### src/rtl/lockstep_voter_pkg.sv
// Shared types for the lockstep redundancy voter: FSM state encoding and replica limits.
package p_hardisc;

   localparam int VOTER_MAX_REPLICAS = 3;
   localparam int VOTER_STREAK_W     = 4;

   typedef enum logic [1:0] {
      OK        = 2'd0,
      TRANSIENT = 2'd1,
      DEGRADED  = 2'd2,
      FAILED    = 2'd3
   } voter_state_t;

endpackage

### src/rtl/lockstep_voter_if.sv
// Replica bundle bus between the replicated cores (master) and the voter (slave).
interface lockstep_voter_if #(
   parameter int REPLICAS = 3,
   parameter int WIDTH    = 96
);
   logic                           s_cmp_en_i;
   logic [REPLICAS-1:0][WIDTH-1:0] s_rep_bus_i;
   logic [WIDTH-1:0]               s_voted_bus_o;

   modport master (output s_cmp_en_i, s_rep_bus_i, input s_voted_bus_o);
   modport slave  (input s_cmp_en_i, s_rep_bus_i, output s_voted_bus_o);
endinterface

### src/rtl/lockstep_voter_tmr.sv
// Combinational bitwise 2-of-3 majority with a per-replica disagree flag.
module tmr_bit_voter #(
   parameter int WIDTH = 96
) (
   input  logic [WIDTH-1:0] rep0,
   input  logic [WIDTH-1:0] rep1,
   input  logic [WIDTH-1:0] rep2,
   output logic [WIDTH-1:0] voted,
   output logic [2:0]       disagree
);
   assign voted       = (rep0 & rep1) | (rep0 & rep2) | (rep1 & rep2);
   assign disagree[0] = |(rep0 ^ voted);
   assign disagree[1] = |(rep1 ^ voted);
   assign disagree[2] = |(rep2 ^ voted);
endmodule

### src/rtl/lockstep_voter.sv
// Lockstep redundancy voter: majority/compare of replica bundles with fault classification FSM.
// Optional macro PROTECTED_VOTER_DEGRADE_EN enables the DEGRADED (masked replica) path.
module lockstep_voter
   import p_hardisc::*;
#(
   parameter int REPLICAS = 3,
   parameter int WIDTH    = 96,
   parameter int PERSIST  = 4,
   parameter int CNT_W    = 8
) (
   input  logic                 s_clk_i,
   input  logic                 s_resetn_i,
   lockstep_voter_if.slave      bus,
   output logic                 s_mismatch_o,
   output logic [REPLICAS-1:0]  s_faulty_rep_o,
   output logic [CNT_W-1:0]     s_err_cnt_o,
   output voter_state_t         s_state_o,
   output logic                 s_unrec_err_o
);

   logic cmp_hit;

   if (REPLICAS == 3) begin : g_tmr
      logic [WIDTH-1:0]          maj, sel_lo, sel_hi;
      logic [2:0]                dis, faulty_q, masked_q;
      logic                      pair_diff, multi;
      logic [VOTER_STREAK_W-1:0] streak_q, streak_nx;
      voter_state_t              state_q;
      logic                      unrec_q;

      tmr_bit_voter #(.WIDTH(WIDTH)) u_tmr (
         .rep0     (bus.s_rep_bus_i[0]),
         .rep1     (bus.s_rep_bus_i[1]),
         .rep2     (bus.s_rep_bus_i[2]),
         .voted    (maj),
         .disagree (dis)
      );

      // NOTE: every always_comb output gets a default first so no path can infer a latch.
      always_comb begin
         sel_lo = bus.s_rep_bus_i[0];
         sel_hi = bus.s_rep_bus_i[1];
         if (masked_q[0]) begin
            sel_lo = bus.s_rep_bus_i[1];
            sel_hi = bus.s_rep_bus_i[2];
         end else if (masked_q[1]) begin
            sel_hi = bus.s_rep_bus_i[2];
         end
      end

      // Once a replica is masked, the lowest healthy replica drives the bus, also in FAILED.
      assign bus.s_voted_bus_o = (masked_q != 3'b000) ? sel_lo : maj;
      assign pair_diff         = (sel_lo != sel_hi);
      assign multi             = |(dis & (dis - 3'd1));
      assign streak_nx         = streak_q + 1'b1;
      assign cmp_hit           = bus.s_cmp_en_i &&
                                 ((masked_q != 3'b000) ? pair_diff : (dis != 3'b000));

      // NOTE: sequential state uses non-blocking assignments so all flops update from pre-edge values.
      always_ff @(posedge s_clk_i) begin
         if (!s_resetn_i) begin
            state_q  <= OK;
            faulty_q <= '0;
            masked_q <= '0;
            streak_q <= '0;
            unrec_q  <= 1'b0;
         end else if (bus.s_cmp_en_i) begin
            unique case (state_q)
               OK: begin
                  if (multi) begin
                     state_q  <= FAILED;
                     faulty_q <= dis;
                     unrec_q  <= 1'b1;
                  end else if (dis != 3'b000) begin
                     state_q  <= TRANSIENT;
                     faulty_q <= dis;
                     streak_q <= VOTER_STREAK_W'(1);
                  end
               end
               TRANSIENT: begin
                  if (multi) begin
                     state_q  <= FAILED;
                     faulty_q <= dis;
                     unrec_q  <= 1'b1;
                  end else if (dis == faulty_q) begin
                     streak_q <= streak_nx;
                     if (streak_nx == VOTER_STREAK_W'(PERSIST)) begin
`ifdef PROTECTED_VOTER_DEGRADE_EN
                        state_q  <= DEGRADED;
                        masked_q <= dis;
`else
                        state_q  <= FAILED;
                        unrec_q  <= 1'b1;
`endif
                     end
                  end else if (dis != 3'b000) begin
                     faulty_q <= dis;
                     streak_q <= VOTER_STREAK_W'(1);
                  end else begin
                     state_q  <= OK;
                     faulty_q <= '0;
                     streak_q <= '0;
                  end
               end
               DEGRADED: begin
                  if (pair_diff) begin
                     state_q <= FAILED;
                     unrec_q <= 1'b1;
                  end
               end
               default: ;
            endcase
         end
      end

      assign s_faulty_rep_o = faulty_q;
      assign s_state_o      = state_q;
      assign s_unrec_err_o  = unrec_q;

   end else if (REPLICAS == 2) begin : g_dmr
      logic [1:0]   faulty_q;
      voter_state_t state_q;
      logic         unrec_q;

      assign bus.s_voted_bus_o = bus.s_rep_bus_i[0];
      assign cmp_hit = bus.s_cmp_en_i && (bus.s_rep_bus_i[0] != bus.s_rep_bus_i[1]);

      // Dual redundancy cannot tell which replica is wrong, so both are flagged.
      always_ff @(posedge s_clk_i) begin
         if (!s_resetn_i) begin
            state_q  <= OK;
            faulty_q <= '0;
            unrec_q  <= 1'b0;
         end else if (cmp_hit) begin
            state_q  <= FAILED;
            faulty_q <= 2'b11;
            unrec_q  <= 1'b1;
         end
      end

      assign s_faulty_rep_o = faulty_q;
      assign s_state_o      = state_q;
      assign s_unrec_err_o  = unrec_q;

   end else begin : g_single
      assign bus.s_voted_bus_o = bus.s_rep_bus_i[0];
      assign cmp_hit           = 1'b0;
      assign s_faulty_rep_o    = '0;
      assign s_state_o         = OK;
      assign s_unrec_err_o     = 1'b0;
   end

   always_ff @(posedge s_clk_i) begin
      if (!s_resetn_i) begin
         s_mismatch_o <= 1'b0;
         s_err_cnt_o  <= '0;
      end else begin
         s_mismatch_o <= cmp_hit;
         if (cmp_hit && (s_err_cnt_o != {CNT_W{1'b1}}))
            s_err_cnt_o <= s_err_cnt_o + 1'b1;
      end
   end

endmodule
### src/flat_wrapper.sv
// flat-port wrapper written by rule: the top's interface ports become plain ports
module lockstep_voter_flat import p_hardisc::*;
#(
   parameter int REPLICAS = 3,
   parameter int WIDTH    = 96,
   parameter int PERSIST  = 4,
   parameter int CNT_W    = 8
)
  (s_clk_i, s_resetn_i, s_mismatch_o, s_faulty_rep_o, s_err_cnt_o, s_state_o, s_unrec_err_o, bus_s_cmp_en_i, bus_s_rep_bus_i, bus_s_voted_bus_o);
  lockstep_voter_if #(.REPLICAS(REPLICAS), .WIDTH(WIDTH)) bus_i ();
  input  logic s_clk_i;
  input  logic s_resetn_i;
  output logic s_mismatch_o;
  output logic [REPLICAS-1:0] s_faulty_rep_o;
  output logic [CNT_W-1:0] s_err_cnt_o;
  output voter_state_t s_state_o;
  output logic s_unrec_err_o;
  input wire logic [$bits(bus_i.s_cmp_en_i)-1:0] bus_s_cmp_en_i;
  input wire logic [$bits(bus_i.s_rep_bus_i)-1:0] bus_s_rep_bus_i;
  output wire logic [$bits(bus_i.s_voted_bus_o)-1:0] bus_s_voted_bus_o;
  assign bus_i.s_cmp_en_i = bus_s_cmp_en_i;
  assign bus_i.s_rep_bus_i = bus_s_rep_bus_i;
  assign bus_s_voted_bus_o = bus_i.s_voted_bus_o;
  lockstep_voter #(.REPLICAS(REPLICAS), .WIDTH(WIDTH), .PERSIST(PERSIST), .CNT_W(CNT_W)) u_core (.s_clk_i(s_clk_i), .s_resetn_i(s_resetn_i), .bus(bus_i), .s_mismatch_o(s_mismatch_o), .s_faulty_rep_o(s_faulty_rep_o), .s_err_cnt_o(s_err_cnt_o), .s_state_o(s_state_o), .s_unrec_err_o(s_unrec_err_o));
endmodule
### config.mk
export PLATFORM = sky130hd
export DESIGN_NAME = lockstep_voter_flat
export DESIGN_NICKNAME = d
export VERILOG_FILES = /design/src/rtl/lockstep_voter_pkg.sv /design/src/rtl/lockstep_voter_if.sv /design/src/rtl/lockstep_voter_tmr.sv /design/src/rtl/lockstep_voter.sv /design/src/flat_wrapper.sv
export SDC_FILE = /design/constraint.sdc
export NUM_CORES = 1
export LEC_CHECK = 0
export BUFFER_PORTS_ARGS = -buffer_cell sky130_fd_sc_hd__buf_2
export CORE_AREA = 2 2 156 158
export DETAILED_ROUTE_END_ITERATION = 8
export DIE_AREA = 0 0 158 160
export GPL_ROUTABILITY_DRIVEN = 0
export HOLD_SLACK_MARGIN = 0.02
export PLACE_DENSITY_LB_ADDON = 0.05
export SYNTH_ARGS = -nofsm -noshare
export SYNTH_HDL_FRONTEND = slang
export SYNTH_HIERARCHICAL = 1
export SYNTH_SLANG_ARGS = --single-unit
### constraint.sdc
create_clock -name s_clk_i -period 4.11 [get_ports s_clk_i]
set_input_delay 0.822 -clock s_clk_i [delete_from_list [all_inputs] [get_ports s_clk_i]]
set_output_delay 0.822 -clock s_clk_i [all_outputs]
set_load 0.01 [all_outputs]
==> results.sh <==
export IMPL_status="finished, final reports clean"
export IMPL_maxCapViolCount=0
export IMPL_post_cts_buffers=0
export IMPL_die_area_sq_um=25300
export IMPL_max_stage_delay_ns=0.66
export IMPL_drive_gt1_share_pct=31.5
export IMPL_p_total_mw=1.76
export IMPL_drc=0
export IMPL_rows=57
export IMPL_grt_pass1_vias=10400
export IMPL_clk_path_buf_depth=2
export IMPL_crit_type="input port to flip-flop"
export IMPL_ys_async_sr_fraction_pct=0
export IMPL_vdd_ir_drop_max_v=0.000150
export IMPL_rsz0062_at_grt="no"
export IMPL_stdcell_area_sq_um=11400
export IMPL_dr_pass1_iters=5
export IMPL_cts_tree="built"
export IMPL_crit_path_end_kind="flip-flop"
export IMPL_rrSetupSlack_ns=1.75
export IMPL_num_fill_cells=2677
export IMPL_worstHoldEndpoint="u_core/s_unrec_err_o$_SDFFE_PN0P_"
export IMPL_crit_path_cell_trace="buf_2 -> or3b_2 -> nand4_1 -> nor4_2 -> nand4_1 -> or4_1 -> maj3_2 -> nor2b_2 -> and2_4 -> nand3_4 -> or4b_1 -> a21boi_1"
export IMPL_dpl_hpwl_mm=39.9
export IMPL_p_leak_nw=5.04
export IMPL_cts_buffers=3
export IMPL_ios=402
export IMPL_critPathMostFrequentCell="nand4_1"
export IMPL_slowest_stage="or4_1"
export IMPL_fin_crit_sh_pct=96.6
export IMPL_htreeDepth=1
export IMPL_timing_slew_headroom_pct=35.1
export IMPL_busiest_layer="met2"
export IMPL_die_h_microns=160
export IMPL_place_area_sq_um=11300
export IMPL_syn_mean_instance_area_sq_um=6.81
export IMPL_synth_cells=1252
export IMPL_worstMarginPinSlew_ns=0.949
export IMPL_coreArea_sq_um=23800
export IMPL_ys_seq_area_share_pct=4.46
export IMPL_final_cells=2029
export IMPL_path_buf_inv=1
export IMPL_fmax_mhz=252
export IMPL_holdPathStages=2
export IMPL_cts_hold_buf=0
export IMPL_grtUsageMet3_pct=6.46
export IMPL_wirelength_mm=46.1
export IMPL_gr_usage_met1_pct=42.3
export IMPL_final_max_slew_violation_count=0
export IMPL_startpoint_type="input port"
export IMPL_hold_slack_ns=0.467
export IMPL_cts_resized=0
export IMPL_critical_path_top_delay_family="simple AND/OR/NAND/NOR gates"
export IMPL_start_util_pct=35.8
export IMPL_ys_seq_elements=19
export IMPL_drt_initial_drc_count=1115
export IMPL_io_buffers=401
export IMPL_utilization_pct=47.7
export IMPL_syn_num_nets=1550
export IMPL_syn2layout_area_growth_pct=33.4
export IMPL_grt_pass1_wl_mm=64.2
export IMPL_hold_class="flip-flop to flip-flop"
export IMPL_grt_max_degree=22
export IMPL_layout_nets=2000
export IMPL_mostFrequentLayoutCells="401 x buf_2, 192 x nor2_1, 100 x a21oi_1, 98 x nand3b_1, 95 x o21a_1"
export IMPL_overflow=0
export IMPL_power_density_nw_per_um2=155
export IMPL_worst_r2r_endpoint="u_core/s_state_o[1]$_SDFFE_PN0P_"
export IMPL_fin_crit_ns=3.97
export IMPL_final_common_cell="buf_2"
export IMPL_antenna_found_initial=4
export IMPL_wire_per_inst_microns=22.7
export IMPL_r2r_cells=8
export IMPL_min_from="u_core/s_unrec_err_o$_SDFFE_PN0P_"
export IMPL_met2_usage_pct=57.4
export IMPL_antenna_left=0
export IMPL_synth_cell_types=55
export IMPL_numClockSinks=19
export IMPL_worstPathRequired_ns=4.30
export IMPL_globalRouteTotalUtil_pct=34.1
export IMPL_clk_pin_slew_ns=0.06
export IMPL_reg2reg_from="u_core/s_state_o[0]$_SDFFE_PN0P_"
export IMPL_final_setup_tns_ns=0
export IMPL_ys_flop_type="dfxtp_1"
export IMPL_via_count=12100
export IMPL_cp_max_fo=7
export IMPL_dp_cells=2021
export IMPL_synth_edf_count=0
export IMPL_post_place_ws_ns=-0.266
export IMPL_clock_skew_ns=0.00159
export IMPL_yosys_warnings=6
export IMPL_die_x_microns=158
export IMPL_vias_per_cell=5.94
export IMPL_cts_root_buffer_cell="clkbuf_16"
export IMPL_cp_arrival_ns=4.16
export IMPL_insertion_delay_ns=0.26
export IMPL_netlist_area_sq_um=8520
export IMPL_timing_final_ws_setup_ns=0.142
export IMPL_setup_viol=0
export IMPL_final_hold_violation_count=0
## worst reg2reg max path: stages, from the launching register on
cell	delay [ns]
dfxtp_1	0.38
inv_1	0.12
ha_1	0.26
o211a_1	0.17
nand4_1	0.06
nor4_1	0.56
a41oi_1	0.32
nand2_1	0.22
mux2i_1	0.20
## sequential cells by signal, summed over array words and instances (netlist names)
name,count
u_core/s_state_o,2
u_core/g_tmr.streak_q,4
u_core/s_faulty_rep_o,3
u_core/s_mismatch_o,1
u_core/s_err_cnt_o,8
u_core/s_unrec_err_o,1
## cell families (layout without fill, tap and decap cells)
group	after synthesis	count (layout)	share of synthesized area [%]
other	0	4	0
DFF	19	19	4.46
and+or+nand+nor	803	803	61.3
AOI/OAI and AO/OA	304	304	23.4
muxes	8	8	0.940
adders and majority gates	8	8	1.16
buffers and inverters	43	492	1.89
xor gates and xnor gates	67	67	6.88
## final cells by class
cell class | count | area (sq um) | share of cell area [%]
multi-input cells | 1190 | 7990 | 70.3
diodes | 4 | 10.0 | 0.0880
flip-flops and latches | 19 | 380 | 3.35
repair buffers | 447 | 2350 | 20.7
inverters | 41 | 154 | 1.35
clock inverters | 1 | 5.00 | 0.0440
clock buffers | 3 | 75.1 | 0.660
well taps | 324 | 405 | 3.57
## where the power goes
group | leakage, nW | internal, mW | switching (mW)
logic | 4.84 | 0.532 | 0.806
registers | 0.155 | 0.198 | 0.0181
clock network | 0.0409 | 0.131 | 0.0784
## layer usage
layer	wire length [microns]	up-vias
met2	21400	598
li1	-	5800
met1	18000	5555
met3	4510	107
met5	0	-
met4	2170	0
## worst max path at each step
stage | from | to | slack (ns) | cells past startpoint
2_1_floorplan | bus_s_rep_bus_i[202] | u_core/g_tmr.streak_q[3]$_SDFFE_PN0P_ | 0.62 | 11
3_3_place_gp | bus_s_rep_bus_i[268] | u_core/g_tmr.streak_q[3]$_SDFFE_PN0P_ | -0.24 | 12
3_5_place_dp | bus_s_rep_bus_i[268] | u_core/g_tmr.streak_q[3]$_SDFFE_PN0P_ | -0.27 | 12
4_1_cts | bus_s_rep_bus_i[268] | u_core/g_tmr.streak_q[3]$_SDFFE_PN0P_ | 0.007 | 12
5_1_grt | bus_s_rep_bus_i[130] | u_core/g_tmr.streak_q[3]$_SDFFE_PN0P_ | 0.04 | 13
6_report | bus_s_rep_bus_i[268] | u_core/g_tmr.streak_q[3]$_SDFFE_PN0P_ | 0.14 | 12
## Yosys cell counts (3+ instances only)
cell type,n,area (sq um)
nor2b_1,32,200
or3b_2,76,666
or4_1,3,22.5
nand2_1,13,48.8
nor4_1,84,526
or3_1,5,31.3
xnor2_1,15,131
a21oi_1,100,500
o221ai_1,4,35.0
and3b_1,88,771
nand3b_1,98,736
nand2b_1,5,31.3
nand3_1,6,30.0
mux2i_1,8,80.1
xor2_1,52,455
dfxtp_1,19,380
a22oi_1,5,37.5
ha_1,7,87.6
nand4_1,72,450
nor2_1,192,721
o21ai_0,11,55.1
o211ai_1,4,30.0
or3b_1,17,149
inv_1,41,154
a2111oi_0,7,61.3
nor3_1,4,20.0
and2_1,5,31.3
nor3b_1,92,691
o22ai_1,57,357
o21a_1,95,713
Note: power is estimated with default switching activity, not from simulation.
